**src/rtl/addsub2_pkg.sv**
```systemverilog
// ============================================================================
// Module      : addsub2_pkg
// Description : Shared constants and operand types for the ADDSUB2 datapath.
// Revision    : 1.0 - initial release
// ============================================================================
`default_nettype none

package addsub2_pkg;

  localparam int FRAC_W = 25;
  localparam int DATA_W = FRAC_W + 1;

  typedef struct packed {
    logic              sign;
    logic [FRAC_W-1:0] frac;
  } sm_operand_t;

  typedef logic [DATA_W-1:0] tc_word_t;

endpackage : addsub2_pkg

`default_nettype wire

```
**src/rtl/sm2tc26.sv**
```systemverilog
// ============================================================================
// Module      : sm2tc26
// Description : Combinational sign-magnitude to two's-complement converter.
// Revision    : 1.0 - initial release
// ============================================================================
`default_nettype none

module sm2tc26
  import addsub2_pkg::*;
#(
  parameter int FRAC_W = addsub2_pkg::FRAC_W
) (
  input  logic              sign_i,
  input  logic [FRAC_W-1:0] frac_i,
  output logic [FRAC_W:0]   data_o
);

  localparam int DW = FRAC_W + 1;

  logic [FRAC_W:0] w_mag;

  assign w_mag = {1'b0, frac_i};
  // Negative zero wraps to all-zero through the +1 carry-out.
  assign data_o = sign_i ? (~w_mag + DW'(1)) : w_mag;

endmodule : sm2tc26

`default_nettype wire

```
**src/rtl/preadder26_pipe.sv**
```systemverilog
// ============================================================================
// Module      : preadder26_pipe
// Description : Two-stage elastic operand-preparation pipeline ahead of the
//               26-bit adder; optional registered sum via PREADDER26_SUM_EN.
// Revision    : 1.0 - initial release
// ============================================================================
`default_nettype none

module preadder26_pipe
  import addsub2_pkg::*;
#(
  parameter int FRAC_W = addsub2_pkg::FRAC_W
) (
  input  logic              clk,
  input  logic              rst_n,
  input  logic              in_valid,
  output logic              in_ready,
  input  logic              sub,
  input  logic              sign_a,
  input  logic [FRAC_W-1:0] frac_a,
  input  logic              sign_b,
  input  logic [FRAC_W-1:0] frac_b,
  output logic              out_valid,
  input  logic              out_ready,
  output logic [FRAC_W:0]   data_a,
  output logic [FRAC_W:0]   data_b
`ifdef PREADDER26_SUM_EN
  ,output logic [FRAC_W+1:0] sum
`endif
);

  logic              s1_valid_q;
  logic              s1_sign_a_q;
  logic [FRAC_W-1:0] s1_frac_a_q;
  logic              s1_sign_b_q;
  logic [FRAC_W-1:0] s1_frac_b_q;

  logic              s2_valid_q;
  logic [FRAC_W:0]   s2_data_a_q;
  logic [FRAC_W:0]   s2_data_b_q;

  logic              w_s1_load;
  logic              w_s2_load;
  logic [FRAC_W:0]   w_data_a_d;
  logic [FRAC_W:0]   w_data_b_d;

  assign w_s2_load = s1_valid_q && (!s2_valid_q || out_ready);
  // Ready looks only at stage state so no combinational path from in_valid.
  assign in_ready  = !s1_valid_q || !s2_valid_q || out_ready;
  assign w_s1_load = in_valid && in_ready;

  sm2tc26 #(.FRAC_W(FRAC_W)) u_conv_a (
    .sign_i (s1_sign_a_q),
    .frac_i (s1_frac_a_q),
    .data_o (w_data_a_d)
  );

  sm2tc26 #(.FRAC_W(FRAC_W)) u_conv_b (
    .sign_i (s1_sign_b_q),
    .frac_i (s1_frac_b_q),
    .data_o (w_data_b_d)
  );

  always_ff @(posedge clk or negedge rst_n) begin
    if (!rst_n) begin
      s1_valid_q  <= 1'b0;
      s1_sign_a_q <= 1'b0;
      s1_frac_a_q <= '0;
      s1_sign_b_q <= 1'b0;
      s1_frac_b_q <= '0;
    end else begin
      if (w_s1_load) begin
        s1_valid_q  <= 1'b1;
        s1_sign_a_q <= sign_a;
        s1_frac_a_q <= frac_a;
        s1_sign_b_q <= sign_b ^ sub;
        s1_frac_b_q <= frac_b;
      end else if (w_s2_load) begin
        s1_valid_q  <= 1'b0;
      end
    end
  end

  always_ff @(posedge clk or negedge rst_n) begin
    if (!rst_n) begin
      s2_valid_q  <= 1'b0;
      s2_data_a_q <= '0;
      s2_data_b_q <= '0;
    end else begin
      if (w_s2_load) begin
        s2_valid_q  <= 1'b1;
        s2_data_a_q <= w_data_a_d;
        s2_data_b_q <= w_data_b_d;
      end else if (out_ready) begin
        s2_valid_q  <= 1'b0;
      end
    end
  end

  assign out_valid = s2_valid_q;
  assign data_a    = s2_data_a_q;
  assign data_b    = s2_data_b_q;

`ifdef PREADDER26_SUM_EN
  logic [FRAC_W+1:0] s2_sum_q;

  always_ff @(posedge clk or negedge rst_n) begin
    if (!rst_n) begin
      s2_sum_q <= '0;
    end else if (w_s2_load) begin
      s2_sum_q <= {w_data_a_d[FRAC_W], w_data_a_d} + {w_data_b_d[FRAC_W], w_data_b_d};
    end
  end

  assign sum = s2_sum_q;
`endif

endmodule : preadder26_pipe

`default_nettype wire
```
**config.mk**
```make
export PLATFORM = sky130hd
export DESIGN_NAME = preadder26_pipe
export DESIGN_NICKNAME = d
export VERILOG_FILES = /design/src/rtl/addsub2_pkg.sv /design/src/rtl/sm2tc26.sv /design/src/rtl/preadder26_pipe.sv
export SDC_FILE = /design/constraint.sdc
export NUM_CORES = 1
export LEC_CHECK = 0
export CORE_UTILIZATION = 50
export CTS_CLUSTER_SIZE = 28
export DETAILED_ROUTE_END_ITERATION = 12
export PLACE_DENSITY = 0.8
export SYNTH_ARGS = -nofsm -noshare
export SYNTH_HDL_FRONTEND = slang
export SYNTH_SLANG_ARGS = --single-unit
export TNS_END_PERCENT = 5
```
**constraint.sdc**
```tcl
create_clock -name clk -period 2.3 [get_ports clk]
set_input_delay 0.46 -clock clk [delete_from_list [all_inputs] [get_ports clk]]
set_output_delay 0.46 -clock clk [all_outputs]
set_load 0.02 [all_outputs]
```
* Yosys cells after proc, flatten, opt, wreduce, memory -nomap -nowiden *
Index checks and enable logic that the tools add are counted.

word-level totals
  register bits after elaboration = 106
  input bits = 57

cells by class
  add/sub/neg operators = 2
  multiplexer cells = 6
  bitwise logic cells = 3
  reduce and logical (&&, ||, !) cells = 9

operators with widths
  cell                   count
  $add 26x1->26 const B  2
  $mux 26                2
  $not 25->26            2
  $mux 1                 4
  $reduce_bool 2->1      2
  $logic_or 1x1->1       3
  $logic_and 1x1->1      2
  $logic_not 1->1        2
  $xor 1x1->1            1

* Depth between registers and ports, before layout *
Gate-level depths: netlist of run 1.

  word-level depth = 5
  depth in mapped cells = 7
  mapped depth without buffers = 7

* Cells and area by module *
A second synthesis of run 1 with hierarchy kept.

unflattened totals
  cell total of the unflattened synthesis = 390
  area total of the unflattened synthesis = 5410.2 um^2

modules (own cells, without submodules)
  module              times used  cells each  area an instance (um^2)
  preadder26_pipe     1           227         4210.3
  sm2tc26 (u_conv_a)  1           83          616.8
  sm2tc26 (u_conv_b)  1           80          583.1

* Least setup slack after synthesis of run 1 *
OpenSTA, ideal clock, no wires.

  path type = reg-to-reg
  from = reg s1_frac_a_q[12]
  to = reg s2_data_a_q[20] (netlist: data_a[20])
  setup time = 0.130 ns
  data arrival time = 1.947 ns
  setup slack = 0.223 ns
  stages on the path, launching flop included = 7
  buffers on the path = 1
  cells stage by stage = dfrtp_1 or4_4 or3_1 buf_6 o41ai_4 xor2_1 o21ai_1

on the way
  word-level cells in the longest chain between the ends = 3

RTL lines
  item                    RTL line               RTL
  from (decl)             preadder26_pipe.sv:34  logic [FRAC_W-1:0] s1_frac_a_q;
  from (signal assigned)  preadder26_pipe.sv:75  s1_frac_a_q <= frac_a;
  $not 25->26             sm2tc26.sv:24          assign data_o = sign_i ? (~w_mag + DW'(1)) : w_mag;
  $add 26x1->26           sm2tc26.sv:24
  $mux 26                 sm2tc26.sv:24
  to (signal assigned)    preadder26_pipe.sv:92  s2_data_a_q <= w_data_a_d;
  to (decl)               preadder26_pipe.sv:39  logic [FRAC_W:0] s2_data_a_q;

No other way between the ends.
A chain may end at the register's enable or synchronous reset.

* Worst setup path after layout of run 1 *
  from = in out_ready
  to = out in_ready

on the way
  word-level cells in the longest chain between the ends = 1

RTL lines
  item              RTL line               RTL
  from (decl)       preadder26_pipe.sv:24  input logic out_ready,
  $logic_or 1x1->1  preadder26_pipe.sv:49  assign in_ready = !s1_valid_q || !s2_valid_q || out_ready;
  to (decl)         preadder26_pipe.sv:17  output logic in_ready,

No other way between the ends.

==> summary.md, run 1 <==
| Metric | Value |
|---|---|
| Ports | 111 |
| DR WL/cell | 15.8 um |
| Root buffer cell | clkbuf_8 |
| Hold crit path type | in -> async |
| Synth top area share | 54.0% |
| CTS Sinks | 106 |
| Unique masters post-synth | 29 |
| Minimum clock period | 2.22 ns |
| Die area | 10200 sq um |
| Register area share after synthesis | 54.0% |
| Unrepaired setup endpoints after global routing | false |
| Syn avg cell area | 11.2 sq um |
| Layout cells sized above 1 | 15.8% |
| Final hold violations | 0 |
| Max Fanout on Critical Path | 3 |
| Rows | 35 |
| Initial Util | 52.4% |
| Core area | 9370 sq um |
| Post-DRT Antenna Nets | 0 |
| Fill cell count | 751 |
| Residual DRC count | 0 |
| Critical Path AT | 1.76 ns |
| Leading post-synthesis cells by cell area | dfrtp_1 (54%), mux2_2 (12%), xor2_1 (7.8%) |
| Seq cells post-synth | 106 |
| Final Cycle Share | 96.5% |
| Slew margin rel. | 37.7% |
| Worst skew pair latency | 0.37 ns |
| Die Ht | 101 um |
| GP Congestion | 0.813 |
| # setup viols final | 0 |
| Synth area leader | dfrtp_1 |
| Antenna violations before repair | 0 |
| Max-capacitance violation count | 0 |
| Pins over their slew limit | 0 |
| CP startpoint kind | input port |
| Slew @ Worst Pin | 0.935 ns |
| H-tree Lvls | 3 |
| Worst EP required | 1.84 ns |
| Vias post-DR | 3571 |
| Fin nets | 601 |
| Clock transition at path regs | 0.10 ns |
| Die Width | 101 um |
| Dpl hpwl | 7.61 mm |
| Status | completed |
| Vias per std cell | 5.30 |
| Clk_skew | 0.0193 ns |
| Lkg Pwr | 0.00262 uW |
| Input/output buffers | 110 |
| P&R area growth vs syn | 30.0% |
| Largest net degree at the start of global routing | 61 |
| Gr ovfl total | 0 |
| Synth warn | 0 |
| First-pass GRT wire length | 17.5 mm |
| Antenna Cells | 0 |
| Num CTS Buffers | 9 |
| Number of global-route vias before repair | 3594 |
| Critical path type | in -> out |
| Final WL | 10.7 mm |
| Longest Clk Path Bufs | 2 |
| Peak VDD IR | 0.000467 V |
| Post-route setup TNS | 0 ns |
| Gr usage total | 22.4% |
| First DRT Iteration DRCs | 123 |
| Syn nets | 496 |
| Hold slack | 0.0150 ns |
| CTS tree | built |
| Critical Path Sink Type | output port |
| Mapped Cells | 437 |
| DRT Pass-1 Iters | 4 |
| Peak Freq | 451 MHz |
| Pwr Density | 886 nW/um^2 |
| Synthesized area | 4910 sq um |
logic make-up after synthesis:
logic type	count (synthesis)	share of synthesized area (%)
simple gates	107	10.6
flops	106	54.0
compound gates	92	12.0
mux	53	12.1
xor+xnor	47	8.38
buf+inv	30	2.47
fa+ha+maj	2	0.509
layer usage:
layer  up-vias  GRT usage (%)  routed length, um
li1       1747              -                  -
met4         0           7.25                150
met5         -              0                  0
met1      1727           29.3               4590
met3        10           4.62                406
met2        87           37.7               5520
path summary, 6_finish.rpt:
path,startpoint,to,slack [ns],cells past startpoint
max,out_ready,in_ready,0.08,3
min,rst_n,data_a[5]$_DFFE_PN0P_,0.02,1
max reg2reg,s1_frac_a_q[2]$_DFFE_PN0P_,data_a[13]$_DFFE_PN0P_,0.10,5
min reg2reg,data_b[4]$_DFFE_PN0P_,data_b[4]$_DFFE_PN0P_,0.49,2
max in group asynchronous,rst_n,data_b[11]$_DFFE_PN0P_,1.61,2
min in group clk,data_b[4]$_DFFE_PN0P_,data_b[4]$_DFFE_PN0P_,0.49,2
placed cells by master, fill, tap and decap left out, types with 8 or more instances in the layout:
| cell type | netlist | layout |
|---|---|---|
| clkbuf_8 | 0 | 10 |
| mux2_2 | 51 | 51 |
| o21ai_0 | 57 | 57 |
| or4_1 | 8 | 8 |
| clkdlybuf4s50_1 | 0 | 109 |
| dfrtp_1 | 106 | 106 |
| o21ai_1 | 9 | 9 |
| xor2_1 | 44 | 44 |
| o31ai_1 | 15 | 15 |
| nand2_1 | 67 | 65 |
layout make-up:
class                      count  area, sq um  area share, %
tap                          129          161           2.53
clock buffer                  10          138           2.15
multi-input combinational    301         2150           33.6
timing repair buffer         119         1220           19.0
sequential                   106         2650           41.5
clock inverter                 4         53.8          0.842
inverter                       5         18.8          0.294
report_power, final:
part | internal, uW | switching [uW] | leakage (uW)
Clock | 523 | 620 | 0.0000904
Combinational | 960 | 908 | 0.00127
Sequential | 2270 | 377 | 0.00127
synthesized netlist by cell type:
library cell	n
buf_1	1
buf_2	1
buf_6	1
clkbuf_1	22
dfrtp_1	106
ha_1	2
inv_1	5
mux2_2	51
mux2i_1	2
nand2_1	67
nand2b_1	3
nand3b_1	2
nand4_1	5
nor2_1	3
nor2b_1	2
nor3_1	2
nor3b_1	1
nor4_1	5
o21ai_0	57
o21ai_1	9
o31ai_1	15
o41ai_1	6
o41ai_2	4
o41ai_4	1
or3_1	6
or4_1	8
or4_4	3
xnor2_1	3
xor2_1	44
what timing repair did:
action                                  4_1_cts  5_1_grt
endpoints found under the setup margin        0        5
resized for setup                             0        1
hold buffers                                  0        0
buffers inserted                              0        0
registers in the layout (all words and copies together) (netlist names):
| register | count |
|---|---|
| s1_frac_b_q | 25 |
| s1_sign_a_q | 1 |
| out_valid | 1 |
| s1_frac_a_q | 25 |
| s1_valid_q | 1 |
| data_b | 26 |
| data_a | 26 |
| s1_sign_b_q | 1 |
per-stage QoR:
stage / utilization, % / setup slack [ns] / std cells / cell area [sq um] / power (uW)
2_1_floorplan: - / 0.223 / 437 / 4910 / 3620
3_3_place_gp: 66.1 / 0.0984 / 660 / 6190 / 4500
3_5_place_dp: 66.1 / 0.0583 / 660 / 6190 / 4560
4_1_cts: 68.1 / 0.0321 / 674 / 6380 / 5700
5_1_grt: 68.2 / 0.000709 / 674 / 6390 / 5980
6_report: 68.2 / 0.0814 / 674 / 6390 / 5660
critical path: stages:
cell and delay [ns]:
clkdlybuf4s50_1 0.47, nand3b_1 0.19, clkdlybuf4s50_1 0.64
Note: power is estimated with default switching activity, not from simulation.
==> inputs of run 2 (changes only) <==
--- a/config.mk
+++ b/config.mk
@@ -5,10 +5,10 @@
 export SDC_FILE = /design/constraint.sdc
 export NUM_CORES = 1
 export LEC_CHECK = 0
-export CORE_UTILIZATION = 50
+export CORE_UTILIZATION = 54
 export CTS_CLUSTER_SIZE = 28
 export DETAILED_ROUTE_END_ITERATION = 12
-export PLACE_DENSITY = 0.8
+export PLACE_DENSITY = 0.85
 export SYNTH_ARGS = -nofsm -noshare
 export SYNTH_HDL_FRONTEND = slang
 export SYNTH_SLANG_ARGS = --single-unit
==> constraint.sdc (replaced) <==
create_clock -name clk -period 2.69 [get_ports clk]
set_input_delay 0.538 -clock clk [delete_from_list [all_inputs] [get_ports clk]]
set_output_delay 0.538 -clock clk [all_outputs]
set_load 0.02 [all_outputs]
==> summary.md, run 2 (synthesis results as in run 1) <==
| Metric | Value |
|---|---|
| Slew margin rel. | 37.1% (-0.55 points) |
| Slowest-stage cell, CP | clkdlybuf4s50_1 |
| Rows | 34 (-2.9%) |
| Lkg Pwr | 0.00261 uW (-0.48%) |
| # setup viols final | 0 (unchanged) |
| Num CTS Buffers | 9 (unchanged) |
| Place WS | 0.346 ns (+0.288 ns) |
| Minimum clock period | 2.35 ns |
| Max-capacitance violation count | 0 (unchanged) |
| Fin nets | 598 (-0.50%) |
| CTS Sinks | 106 (unchanged) |
| Core area | 8760 sq um (-6.5%) |
| CP startpoint kind | input port |
| Max Fanout on Critical Path | 3 (unchanged) |
| Reg2reg path depth | 5 (unchanged) |
| CP cell instances | clkdlybuf4s50_1, nand3b_1, clkdlybuf4s50_1 |
| DR WL/cell | 16.3 um (+3.0%) |
| Peak VDD IR | 0.000448 V (-4.1%) |
| Pwr Density | 767 nW/um^2 (-13%) |
| Ports | 111 (unchanged) |
| Util after Layout | 72.3% (+4.1 points) |
| P&R area growth vs syn | 29.0% |
| Die Width | 97.4 um (-3.7%) |
| Worst skew pair latency | 0.36 ns (about the same) |
| Max stage delay on crit path | 0.63 ns (about the same) |
| H-tree Lvls | 3 (unchanged) |
| Vias post-DR | 3642 (+2.0%) |
| Initial Util | 56.1% (+3.6 points) |
| Vias per std cell | 5.59 (+5.4%) |
| Multi-input combinational cell area | 2140 sq um (-0.23%) |
| Post-route setup TNS | 0 ns (unchanged) |
| Flop2flop setup slack | 0.40 ns (+0.30 ns) |
| Gr usage total | 23.7% (+1.3 points) |
| Final hold violations | 0 (unchanged) |
| Hold_buf cts | 0 (unchanged) |
| Post-DRT Antenna Nets | 0 (unchanged) |
| Worst r2r src | s1_frac_a_q[12]$_DFFE_PN0P_ |
| Worst r2r dst | data_a[19]$_DFFE_PN0P_ |
| Status | completed |
| Unrepaired setup endpoints after global routing | false |
| Final Cycle Share | 87.3% |
| Critical Path Sink Type | output port |
| GP Congestion | 0.764 (-6.1%) |
| Slew @ Worst Pin | 0.943 ns (+0.00825 ns) |
| PostCTS Resize Cnt | 0 (unchanged) |
| Die area | 9480 sq um (-7.3%) |
| Post-CTS Setup Bufs | 0 (unchanged) |
| First-pass GRT wire length | 18.1 mm (+3.7%) |
| Worst path most repeated cell | clkdlybuf4s50_1 |
| Gr ovfl total | 0 (unchanged) |
| Tot Pwr | 4860 uW (-14%) |
| Number of global-route vias before repair | 3762 (+4.7%) |
| Input/output buffers | 110 (unchanged) |
| Die Ht | 97.4 um (-3.7%) |
| Fill cell count | 648 (-14%) |
| Most common cell after layout, fill and taps aside | clkdlybuf4s50_1 |
| Largest net degree at the start of global routing | 105 (+72%) |
| Longest Clk Path Bufs | 2 (unchanged) |
| Most frequent cells in the layout | clkdlybuf4s50_1 (109), dfrtp_1 (106), nand2_1 (65), o21ai_0 (57), mux2_2 (51) |
| Residual DRC count | 0 (unchanged) |
| Dpl hpwl | 7.76 mm (+1.9%) |
| Antenna Cells | 0 (unchanged) |
| Register area | 2650 sq um (unchanged) |
| Clock transition at path regs | 0.10 ns (about the same) |
| Clk_skew | 0.0136 ns (-0.00570 ns) |
| Critical Path AT | 1.81 ns (+0.05 ns) |
| PnR worst setup slack | 0.342 ns (+0.261 ns) |
| Antenna violations before repair | 0 (unchanged) |
| DRT Pass-1 Iters | 4 (unchanged) |
| Critical path type | in -> out |
| Peak Freq | 426 MHz |
| Hold crit path type | in -> async |
| First DRT Iteration DRCs | 184 (+50%) |
| Final WL | 10.6 mm (-0.36%) |
| Layout cells sized above 1 | 15.3% (-0.52 points) |
| CTS tree | built |
| Worst EP required | 2.15 ns (+0.31 ns) |
| Pins over their slew limit | 0 (unchanged) |
| Root buffer cell | clkbuf_8 |
run 2: changes by cell type in the layout (fill, tap and decap cells not counted):
cell and delta:
clkinv_4 +2, or3_4 -1, buf_12 -1, clkinvlp_4 -1
or3_1 +1, buf_4 -2, clkbuf_1 +1
run 2: power by group:
group          internal [uW]  total (uW)  leakage, uW  switching [uW]
clock network            462        1000    0.0000997             543
logic                    811        1590      0.00125             775
registers               1940        2270      0.00127             326
total                   3210        4860      0.00261            1640
run 2: how the worst max path moves through the flow:
stage	start	end	depth (start not counted)	slack, ns
floorplan	s1_frac_a_q[12]$_DFFE_PN0P_	data_a[20]$_DFFE_PN0P_	6	0.61
global placement	out_ready	in_ready	3	0.38
detailed placement	out_ready	in_ready	3	0.35
CTS	out_ready	in_ready	3	0.34
global route	s1_frac_a_q[12]$_DFFE_PN0P_	data_a[19]$_DFFE_PN0P_	5	0.25
finish	out_ready	in_ready	3	0.34
run 2: cell type report:
class | count | area share, %
inverters | 5 | 0.296
clock inverters | 5 | 1.01
well taps | 108 | 2.13
repair buffers | 116 | 18.6
flip-flops and latches | 106 | 41.9
clock buffers | 11 | 2.23
multi-input cells | 301 | 33.8
run 2: critical path, delay by kind of cell:
family	cells	cell delay (ns)
simple gates	1	0.17
buf+inv	2	1.10
run 2: layer usage:
layer / wire length (um) / GRT usage, % / vias to the layer above / share of wire, %
li1: - / - / 1749 / -
met1: 4430 / 30.5 / 1793 / 42
met2: 5550 / 41.3 / 88 / 52
met3: 437 / 2.88 / 12 / 4.1
met4: 199 / 8.94 / 0 / 1.9
met5: 0 / 0 / - / 0
run 2: through the flow:
| stage | instance area (sq um) | hold slack (ns) | cells |
|---|---|---|---|
| floorplan | 4910 | 0.242 | 437 |
| global placement | 6130 | 0.460 | 636 |
| detailed placement | 6130 | 0.469 | 636 |
| CTS | 6340 | 0.116 | 652 |
| global route | 6340 | 0.127 | 652 |
| finish | 6340 | 0.0998 | 652 |
==> inputs of run 3 (changes only) <==
--- a/config.mk
+++ b/config.mk
@@ -9,6 +9,7 @@
 export CTS_CLUSTER_SIZE = 28
 export DETAILED_ROUTE_END_ITERATION = 12
 export PLACE_DENSITY = 0.85
+export REMOVE_ABC_BUFFERS = 1
 export SYNTH_ARGS = -nofsm -noshare
 export SYNTH_HDL_FRONTEND = slang
 export SYNTH_SLANG_ARGS = --single-unit
==> constraint.sdc (replaced) <==
create_clock -name clk -period 2.69 [get_ports clk]
set_input_delay 0.538 -clock clk [delete_from_list [all_inputs] [get_ports clk]]
set_output_delay 0.538 -clock clk [all_outputs]
set_load 0.1 [all_outputs]
==> summary.md, run 3 (synthesis results as in run 1) <==
| Metric | Value |
|---|---|
| Status | completed |
| Critical path type | reg -> reg |
| Final hold violations | 0 (unchanged) |
| Slew @ Worst Pin | 0.908 ns (-0.0352 ns) |
| Most common cell after layout, fill and taps aside | dfrtp_1 |
| Critical Path AT | 2.56 ns (+0.75 ns) |
| Met2 Usage GRT | 40.1% (-1.2 points) |
| Multi-input combinational cell area | 2140 sq um (unchanged) |
| Gr usage total | 23.3% (-0.42 points) |
| Fin nets | 599 (+0.17%) |
| # setup viols final | 0 (unchanged) |
| Worst EP required | 2.93 ns (+0.78 ns) |
| Pwr Density | 1000 nW/um^2 (+30%) |
| Residual DRC count | 0 (unchanged) |
| PnR worst setup slack | 0.369 ns (+0.0263 ns) |
| Antenna Cells | 0 (unchanged) |
| DRT Pass-1 Iters | 4 (unchanged) |
| Minimum clock period | 2.32 ns (-0.0263 ns) |
| Ports | 111 (unchanged) |
| Peak Freq | 431 MHz (+1.1%) |
| Core area | 8760 sq um (unchanged) |
| P&R area growth vs syn | 26.2% |
| Initial Util | 56.1% (unchanged) |
| Final WL | 10.5 mm (-1.4%) |
| Lkg Pwr | 0.00267 uW (+2.4%) |
| GR Util met1 | 28.9% (-1.6 points) |
| CTS tree | built |
| H-tree Lvls | 3 (unchanged) |
| Gr ovfl total | 0 (unchanged) |
| Layout cells sized above 1 | 25.5% (+10 points) |
| CTS Sinks | 106 (unchanged) |
| Input/output buffers | 110 (unchanged) |
| Peak VDD IR | 0.000786 V (+75%) |
| Die Ht | 97.4 um (unchanged) |
| Clk_skew | 0.0128 ns (-0.000836 ns) |
| Longest Clk Path Bufs | 2 (unchanged) |
| Fill cell count | 656 (+1.2%) |
| Vias per std cell | 5.56 (-0.48%) |
| Vias post-DR | 3630 (-0.33%) |
| Pins over their slew limit | 0 (unchanged) |
| PostCTS Resize Cnt | 0 (unchanged) |
| Unrepaired setup endpoints after global routing | false |
| DR WL/cell | 16.0 um (-1.6%) |
| Met3 Use GR | 6.40% (+3.5 points) |
| Dpl hpwl | 7.59 mm (-2.2%) |
| Most frequent cells in the layout | dfrtp_1 (106), nand2_1 (65), buf_4 (59), o21ai_0 (57), clkdlybuf4s50_1 (55) |
| Register area | 2650 sq um (unchanged) |
| First-pass GRT wire length | 17.7 mm (-2.7%) |
| Most used routing layer | met2 |
| Post-route setup TNS | 0 ns (unchanged) |
| Die area | 9480 sq um (unchanged) |
| Clock transition at path regs | 0.10 ns (about the same) |
| Post-CTS Setup Bufs | 0 (unchanged) |
| Post-DRT Antenna Nets | 0 (unchanged) |
| Slew margin rel. | 39.4% (+2.3 points) |
| First DRT Iteration DRCs | 68 (-63%) |
| Max Fanout on Critical Path | 9 (+6) |
| Reg2reg path depth | 5 (unchanged) |
| Worst skew pair latency | 0.37 ns (about the same) |
| Die Width | 97.4 um (unchanged) |
| Antenna violations before repair | 0 (unchanged) |
| Place WS | 0.412 ns (+0.0661 ns) |
| Number of global-route vias before repair | 3666 (-2.6%) |
| Hold_buf cts | 0 (unchanged) |
| Hold crit path type | in -> async |
| Root buffer cell | clkbuf_8 |
| Critical Path Sink Type | flip-flop |
| Largest net degree at the start of global routing | 64 (-39%) |
| GP Congestion | 0.850 (+11%) |
| Rows | 34 (unchanged) |
| Max-capacitance violation count | 0 (unchanged) |
| CP startpoint kind | flip-flop |
| Final Cycle Share | 86.3% (-0.98 points) |
| Num CTS Buffers | 9 (unchanged) |
run 3: changes by cell type in the layout (fill, tap and decap cells not counted):
| cell | delta |
|---|---|
| clkinv_4 | -3 |
| buf_4 | +55 |
| bufinv_16 | -1 |
| inv_6 | +2 |
| clkbuf_1 | -1 |
| inv_8 | +1 |
| clkdlybuf4s50_1 | -54 |
| clkbuf_8 | +1 |
| clkinvlp_4 | +1 |
run 3: through the flow:
stage               utilization (%)  instance area [sq um]  cells  power [uW]  hold slack [ns]
finish                         70.7                   6200    653        6200           0.0992
global route                   70.7                   6200    653        6480            0.109
CTS                            70.7                   6200    653        6250            0.104
detailed placement             68.5                   6000    637        5280            0.472
global placement               68.5                   6000    637        5220            0.462
floorplan                         -                   4810    412        4540            0.242
run 3: layout make-up:
class,instances,share of cell area (%)
sequential,106,42.8
multi-input combinational,301,34.6
tap,108,2.18
inverter,5,0.303
timing repair buffer,117,17.0
clock buffer,11,2.44
clock inverter,5,0.706
run 3: routing by layer:
metal	part of all wire [%]	wire length (um)	vias up
li1	-	-	1749
met1	42	4370	1762
met2	51	5330	106
met3	6.2	650	13
met4	1.1	119	0
met5	0	0	-
run 3: critical path, cell delays in order (launching register included):
cell,delay [ns]
dfrtp_1,0.44
or4_4,0.54
or3_1,0.53
o41ai_4,0.42
xor2_1,0.19
o21ai_1,0.07
run 3: path summary, 6_finish.rpt:
kind,start,endpoint,slack (ns)
worst max register to register,s1_frac_a_q[12]$_DFFE_PN0P_,data_a[20]$_DFFE_PN0P_,0.37
max in group asynchronous,rst_n,s1_frac_b_q[20]$_DFFE_PN0P_,1.94
worst min register to register,data_b[20]$_DFFE_PN0P_,data_b[20]$_DFFE_PN0P_,0.49
worst min-delay path,rst_n,data_a[5]$_DFFE_PN0P_,0.1
worst max-delay path,s1_frac_a_q[12]$_DFFE_PN0P_,data_a[20]$_DFFE_PN0P_,0.37
min in group clk,data_b[20]$_DFFE_PN0P_,data_b[20]$_DFFE_PN0P_,0.49
run 3: power by group:
group          internal [uW]  switching (uW)
Combinational            718            2250
Sequential              1940             326
Clock                    401             563
